<file path="src/rtl/comm_pkg.sv">
// Shared definitions for the serial frame transmitter: parity modes and FSM states.
package comm_pkg;

  localparam int PAR_NONE = 0;
  localparam int PAR_EVEN = 1;
  localparam int PAR_ODD  = 2;

  typedef enum logic [2:0] {
    ST_IDLE   = 3'd0,
    ST_START  = 3'd1,
    ST_DATA   = 3'd2,
    ST_PARITY = 3'd3,
    ST_STOP   = 3'd4
  } tx_state_t;

endpackage

</file>
<file path="src/rtl/comm_bit_timer.sv">
// Bit-period divider: flags the last cycle of each bit and shapes the bit clock,
// which is high for the first half of every bit and low while idle.
module comm_bit_timer #(
  parameter int CLK_DIV = 4
) (
  input  logic clk,
  input  logic rst,
  input  logic run,
  output logic bit_tick,
  output logic freq
);

  localparam int CNT_W = (CLK_DIV > 1) ? $clog2(CLK_DIV) : 1;
  localparam int HALF  = CLK_DIV / 2;

  logic [CNT_W-1:0] cnt;
  logic             first_half;

  assign bit_tick   = run && (cnt == CNT_W'(CLK_DIV - 1));
  assign first_half = (cnt < CNT_W'(HALF));

  // freq is registered so it lines up with the registered serial output
  always_ff @(posedge clk or negedge rst) begin
    if (!rst) begin
      cnt  <= '0;
      freq <= 1'b0;
    end else begin
      if (!run || bit_tick) cnt <= '0;
      else                  cnt <= cnt + CNT_W'(1);
      freq <= run && first_half;
    end
  end

endmodule

</file>
<file path="src/rtl/comm_send_frame.sv">
// Parametrised serial frame transmitter: double-buffered word input, start/data/
// parity/stop serialisation, bit clock and session-valid toward the receiver.
module comm_send_frame
  import comm_pkg::*;
#(
  parameter int DATA_W    = 8,
  parameter int CLK_DIV   = 4,
  parameter int PARITY    = 0,
  parameter int STOP_BITS = 1,
  parameter int MSB_FIRST = 1
) (
  input  logic              clk1,
  input  logic              rst,
  input  logic [DATA_W-1:0] send_data,
  input  logic              send_en,
  output logic              send_ready,
  input  logic              finish_send,
  output logic              sd,
  output logic              freq,
  output logic              rec_en,
  output logic              busy,
  output logic              done,
  output logic              overrun,
  output logic [2:0]        state
);

  localparam int BIT_W = $clog2(DATA_W + 1);

  tx_state_t         st;
  logic [DATA_W-1:0] hold;
  logic [DATA_W-1:0] shift;
  logic              hold_full;
  logic              par_bit;
  logic [BIT_W-1:0]  bit_cnt;
  logic              run;
  logic              bit_tick;
  logic              stop_end;
  logic              load_shift;
  logic              accept;
  logic              tx_bit;

  // Handshake: a word is taken on any edge where send_en && send_ready; send_ready
  // is simply "holding buffer empty", so the source may present data at will.
  assign send_ready = !hold_full;
  assign accept     = send_en && !hold_full;
  assign run        = (st != ST_IDLE);
  assign stop_end   = (st == ST_STOP) && bit_tick && (bit_cnt == BIT_W'(STOP_BITS - 1));
  assign load_shift = hold_full && ((st == ST_IDLE) || stop_end);
  assign tx_bit     = (MSB_FIRST != 0) ? shift[DATA_W-1] : shift[0];
  assign state      = st;

  comm_bit_timer #(.CLK_DIV(CLK_DIV)) u_timer (
    .clk      (clk1),
    .rst      (rst),
    .run      (run),
    .bit_tick (bit_tick),
    .freq     (freq)
  );

  // Wire-facing outputs are registered from the FSM, so they trail it by one cycle.
  always_ff @(posedge clk1 or negedge rst) begin
    if (!rst) begin
      st        <= ST_IDLE;
      hold      <= '0;
      shift     <= '0;
      hold_full <= 1'b0;
      par_bit   <= 1'b0;
      bit_cnt   <= '0;
      sd        <= 1'b1;
      busy      <= 1'b0;
      done      <= 1'b0;
      rec_en    <= 1'b0;
      overrun   <= 1'b0;
    end else begin
      if (accept) hold <= send_data;
      if (accept)          hold_full <= 1'b1;
      else if (load_shift) hold_full <= 1'b0;
      if (send_en && hold_full) overrun <= 1'b1;

      busy <= run;
      done <= stop_end;
      if (run)              rec_en <= 1'b1;
      else if (finish_send) rec_en <= 1'b0;

      unique case (st)
        ST_START:  sd <= 1'b0;
        ST_DATA:   sd <= tx_bit;
        ST_PARITY: sd <= par_bit;
        default:   sd <= 1'b1;
      endcase

      if (load_shift) begin
        shift   <= hold;
        par_bit <= (^hold) ^ (PARITY == PAR_ODD);
        bit_cnt <= '0;
        st      <= ST_START;
      end else if (bit_tick) begin
        unique case (st)
          ST_START: begin
            bit_cnt <= '0;
            st      <= ST_DATA;
          end
          ST_DATA: begin
            shift <= (MSB_FIRST != 0) ? (shift << 1) : (shift >> 1);
            if (bit_cnt == BIT_W'(DATA_W - 1)) begin
              bit_cnt <= '0;
              st      <= (PARITY != PAR_NONE) ? ST_PARITY : ST_STOP;
            end else begin
              bit_cnt <= bit_cnt + BIT_W'(1);
            end
          end
          ST_PARITY: begin
            bit_cnt <= '0;
            st      <= ST_STOP;
          end
          ST_STOP: begin
            if (bit_cnt == BIT_W'(STOP_BITS - 1)) st <= ST_IDLE;
            else                                  bit_cnt <= bit_cnt + BIT_W'(1);
          end
          default: st <= ST_IDLE;
        endcase
      end
    end
  end

endmodule

</file>
<file path="config.mk">
export PLATFORM = sky130hd
export DESIGN_NAME = comm_send_frame
export DESIGN_NICKNAME = d
export VERILOG_FILES = /design/src/rtl/comm_pkg.sv /design/src/rtl/comm_bit_timer.sv /design/src/rtl/comm_send_frame.sv
export SDC_FILE = /design/constraint.sdc
export NUM_CORES = 1
export LEC_CHECK = 0
export CAP_MARGIN = 20
export CORE_AREA = 2 2 56 58
export DETAILED_ROUTE_END_ITERATION = 16
export DIE_AREA = 0 0 58 60
export GPL_ROUTABILITY_DRIVEN = 0
export GPL_TIMING_DRIVEN = 0
export PLACE_DENSITY_LB_ADDON = 0.15
export SLEW_MARGIN = 10
export SYNTH_ARGS = -nofsm -noshare
export SYNTH_HDL_FRONTEND = slang
export SYNTH_HIERARCHICAL = 1
export SYNTH_SLANG_ARGS = --single-unit
</file>
<file path="constraint.sdc">
create_clock -name clk1 -period 6.1 [get_ports clk1]
set_clock_uncertainty 0.05 [all_clocks]
set_input_delay 0.61 -clock clk1 [delete_from_list [all_inputs] [get_ports clk1]]
set_output_delay 0.61 -clock clk1 [all_outputs]
set_load 0.01 [all_outputs]
</file>
# Word-level counts from Yosys, hierarchy flattened
# Cells that the tools add are included.
dict set report op_classes {
  add_sub_neg 2
  n_mul 0
  n_div 0
  magnitude_cmp 1
  eq_ne 9
  n_shift 0
  n_mux 19
  bitwise 0
  reduce_logical 24
}
# op n
set op_table {}
lappend op_table {{two-way mux 8 bit} 3}
lappend op_table {{two-way mux 4 bit} 4}
lappend op_table {{two-way mux 3 bit} 4}
lappend op_table {{case mux 3 bit (4 select lines)} 1}
lappend op_table {{case mux 4 bit (3 select lines)} 1}
lappend op_table {{nonzero test 2 bit} 4}
lappend op_table {{parity 8 bit} 1}
lappend op_table {{logical AND 1 bit} 7}
lappend op_table {{== test 3 x 2 -> 1 bit (second input constant)} 2}
lappend op_table {{!= test 3 bit (second input constant)} 2}
lappend op_table {{AND reduction 3 bit} 2}
lappend op_table {{adder 4 x 1 -> 4 bit (second input constant)} 1}
lappend op_table {{== test 4 x 3 -> 1 bit (second input constant)} 1}
lappend op_table {{logical NOT 4 bit} 1}
lappend op_table {{two-way mux 1 bit} 4}
lappend op_table {{nonzero test 4 bit} 1}
lappend op_table {{== test 3 x 1 -> 1 bit (second input constant)} 1}
lappend op_table {{== test 3 bit (second input constant)} 1}
lappend op_table {{logical NOT 3 bit} 1}
lappend op_table {{!= test 3 x 2 -> 1 bit (second input constant)} 1}
lappend op_table {{case mux 1 bit (3 select lines)} 1}
lappend op_table {{nonzero test 3 bit} 1}
lappend op_table {{adder 2 x 1 -> 2 bit (second input constant)} 1}
lappend op_table {{== test 2 bit (second input constant)} 1}
lappend op_table {{other kinds (6)} 8}
dict set report totals {
  register_bits 33
  latch_bits 0
  ramBits 0
  rom_bits 0
  inputBits 12
  word_cells 68
  memories 0
}

# Longest topological paths before layout
dict set report logic_depth {
  word_depth 8
  mapped_depth 9
  mapped_depth_nobuf 7
}

# By module
# Netlist, hierarchy kept.
# module n_inst cells_per_inst area_per_inst_um2
set by_module_without_submodules {}
lappend by_module_without_submodules {comm_send_frame 1 127 1456.4}
lappend by_module_without_submodules {comm_bit_timer 1 8 122.6}

# Worst setup path before layout
# No wires, ideal clock.
dict set report synth_timing {
  path_type {flip-flop to flip-flop}
  from {reg st[1] (netlist: state[1])}
  to {reg bit_cnt[2]}
  arrival_ps 2022
  required_ps 5925
  slack_ps 3903
  path_stages_with_launch 9
  path_buffers 1
  period_less_slack_ps 2197
  path_cell_list {dfrtp_1 > buf_2 > nor2_1 > nand2_1 > and2_2 > and4bb_1 > a221oi_2 > a21boi_1 > mux2_4}
}
dict set report synth_via {
  elab_chain_len 8
  word_cells_on_any_way 19
  cone_classes {eq/ne (5); mux (3); reduce/logical (11)}
}
# item line_no
set synth_lines {}
lappend synth_lines {{start, declared} comm_send_frame.sv:29} ;# tx_state_t st;
lappend synth_lines {{start signal, assigned} comm_send_frame.sv:107} ;# st <= (PARITY != PAR_NONE) ? ST_PARITY : ST_STOP;
lappend synth_lines {{nonzero test 3 bit (*)} comm_send_frame.sv:46} ;# assign run = (st != ST_IDLE);
lappend synth_lines {{named net run} comm_send_frame.sv:35} ;# logic run;
lappend synth_lines {{logical AND 1 bit (*)} comm_bit_timer.sv:19} ;# assign bit_tick = run && (cnt == CNT_W'(CLK_DIV - 1));
lappend synth_lines {{named net bit_tick} comm_send_frame.sv:36} ;# logic bit_tick;
lappend synth_lines {{logical AND 1 bit (2 in series)} comm_send_frame.sv:47} ;# assign stop_end = (st == ST_STOP) && bit_tick && (bit_cnt == BIT_W'(STOP_BITS - 1));
lappend synth_lines {{logical OR 1 bit} comm_send_frame.sv:48} ;# assign load_shift = hold_full && ((st == ST_IDLE) || stop_end);
lappend synth_lines {{logical AND 1 bit} comm_send_frame.sv:48}
lappend synth_lines {{!= test 3 bit (no line) (tied with other cells)} -}
lappend synth_lines {{AND reduction 3 bit (no line)} -}
lappend synth_lines {{end signal, assigned} comm_send_frame.sv:109} ;# bit_cnt <= bit_cnt + BIT_W'(1);
lappend synth_lines {{end signal, assigned} comm_send_frame.sv:118} ;# else bit_cnt <= bit_cnt + BIT_W'(1);
lappend synth_lines {{end, declared} comm_send_frame.sv:34} ;# logic [BIT_W-1:0] bit_cnt;
# The timed path passes the listed nets; every way through them passes the cells marked *. The select of a mux whose other input is x is not followed.
# A chain may end at the register's enable or synchronous reset.

# Worst setup path after layout
# Same ends and word-level chain as after synthesis.

==> results.ini <==
[clock_network]
clk_pin_slew_worst_paths_ps = 100
cts.path.max_buffers = 2
cts_tree = built
post_cts_buffers = 0
hold_buffers = 0
cts-resized-gates = 0
cts_buffers = 5
h-tree-depth = 2
clk_latency_ps = 320
cts-root-buf = clkbuf_4
clock_sinks = 33

[sta]
timing.final.crit_share_pct = 39.4
fmax_mhz = 416
fin_crit_ps = 2410
finalSetupViolCount = 0
hold_viol = 0
rsz0062_at_grt = no
maxSlewViolCount = 0
tns_ps = 0
tightestPinTransition_ps = 713
slew_headroom_pct = 52.5

[critical_path]
worst_ep_required_time_ps = 6260
startpoint = state[1]
crit_type = flop to flop
crit_fanout = 9
r2r_cells = 8
r2r_slack_ps = 3690
cp-end-kind = flop
r2r-start = state[1]
endpoint = bit_cnt[2]
r2r-end = bit_cnt[2]
start_kind = flop
arrival_ps = 2570

[placement]
placedCellCount = 189
dpl-instance-area_sq_um = 1830
dp_hpwl_um = 2040
port_buffers = 21

[cells_and_area]
fin_cells = 196
final_util_pct = 64.8
diodes = 0
drive_gt1_share_pct = 16.6
nNetsFinal = 178
area_delta_synth_final_pct = 19.1
design_area_sq_um = 1880

[power_and_ir_drop]
pwr_density_cell_nw_per_um2 = 470
p_leak_nw = 0.790
total_power_w = 0.000885
peakVddDrop_uv = 330

[synth]
ys_types = 40
yosys_warnings = 6
synthArstFlopShare_pct = 100
synthTopCellsByArea = dfrtp_1, mux2_2, mux2i_1, xnor2_1, o21ai_0
ys_seq_elements = 33
ys.flop_type = dfrtp_1
synth_edf_count = 0
syn_area_sq_um = 1580
syn_inst = 135
synth_nets = 150
ys_seq_area_share_pct = 52.4
yosysTopAreaCell = dfrtp_1
synth_top_area_share_pct = 50.7
synth_area_per_cell_sq_um = 11.7

[routing]
ant_nets = 0
wire_per_inst_um = 14.0
routed-via-count = 1113
dr.first_iter.drc_count = 21
viasPerCell = 5.68
drc_errors = 0
routed_wl_um = 2740
first_pass_iters = 4

[global_routing]
grt_pass1_vias = 1197
grt_pass1_wl_um = 4910
gr-total-overflow = 0
grt_use_total_pct = 19.0
grt_max_degree = 34
grt_antenna_before_repair = 0

[status]
status = finished clean

[die]
ios = 22
die_area_sq_um = 3480
initial_core_util_pct = 54.4
core-area_sq_um = 2900
rows = 20
die_x_um = 58
die_y_um = 60

[hold_path]
hold_path_class = primary input to asynchronous set/reset pin

[flow_run]
drv_cap = 0

==> critical path, cell delays in order, from the launching register on <==
cell and delay [ps]:
dfrtp_1 380, buf_2 170, nor2_1 290, nand2_1 160, and2_2 270, and4bb_1 250, a221oi_2 290, a21boi_1 120
mux2_4 300
==> metal layers <==
layer / vias up / share of wire [%] / track usage (%)
met1: 557 / 43 / 21.3
li1: 531 / - / -
met4: 0 / 0.77 / 7.64
met2: 21 / 53 / 33.3
met5: - / 0 / 0
met3: 4 / 3.1 / 6.49
==> cell usage after synthesis (3+ instances only) <==
master	number
mux2i_1	8
xnor2_1	7
nor3b_1	3
nor2_1	3
o21ai_0	11
nand3_1	3
inv_1	6
nand2_1	12
ha_1	3
nor2b_1	3
mux2_2	9
dfrtp_1	32
==> power breakdown <==
| part | leakage (nW) | switching, W | internal [W] |
|---|---|---|---|
| Clock | 0.0314 | 0.0000678 | 0.0000544 |
| Combinational | 0.361 | 0.000172 | 0.000211 |
| Sequential | 0.397 | 0.0000689 | 0.000311 |
==> registers in the layout (all words and copies together), names as in the netlist <==
signal        count
bit_cnt           4
busy              1
done              1
hold              8
hold_full         1
overrun           1
par_bit           1
rec_en            1
sd                1
shift             8
state             3
u_timer/cnt       2
u_timer/freq      1
==> placed cells by master (no fill, tap or decap), types with 5 or more instances in the layout <==
cell type         n
nand2_1          12
mux2_2            9
clkbuf_4          5
inv_1             6
dfrtp_1          32
o21ai_0          11
mux2i_1           8
xnor2_1           7
clkdlybuf4s50_1  20
==> stage by stage <==
stage / hold WS, ps / worst slack [ps]
4_1_cts: 293 / 3710
2_1_floorplan: 264 / 3900
3_5_place_dp: 379 / 3740
6_report: 271 / 3690
5_1_grt: 313 / 3550
3_3_place_gp: 363 / 3770
==> cells by family after synthesis <==
logic type	synth area share [%]
DFF	52.4
and+or+nand+nor	15.4
xor gates and xnor gates	3.88
adders and majority gates	2.38
muxes	12.4
AOI/OAI and AO/OA	10.8
buffers and inverters	2.77
==> worst min path at each step <==
stage               slack [ps]           end            from  cells past startpoint
floorplan                  260    bit_cnt[0]             rst                      0
global placement           360  u_timer/freq  u_timer/cnt[1]                      1
detailed placement         380  u_timer/freq  u_timer/cnt[1]                      1
CTS                        290          done             rst                      1
global route               310          done             rst                      1
finish                     270          done             rst                      1
==> area by class of cell <==
cell class	count	area, sq um
Sequential cell	33	827
Fill cell	248	1020
Buffer	4	21.3
Multi-Input combinational cell	92	708
Timing Repair Buffer	21	205
Tap cell	33	41.3
Inverter	6	22.5
Clock buffer	7	55.1
(Power assumes the default switching activity.)
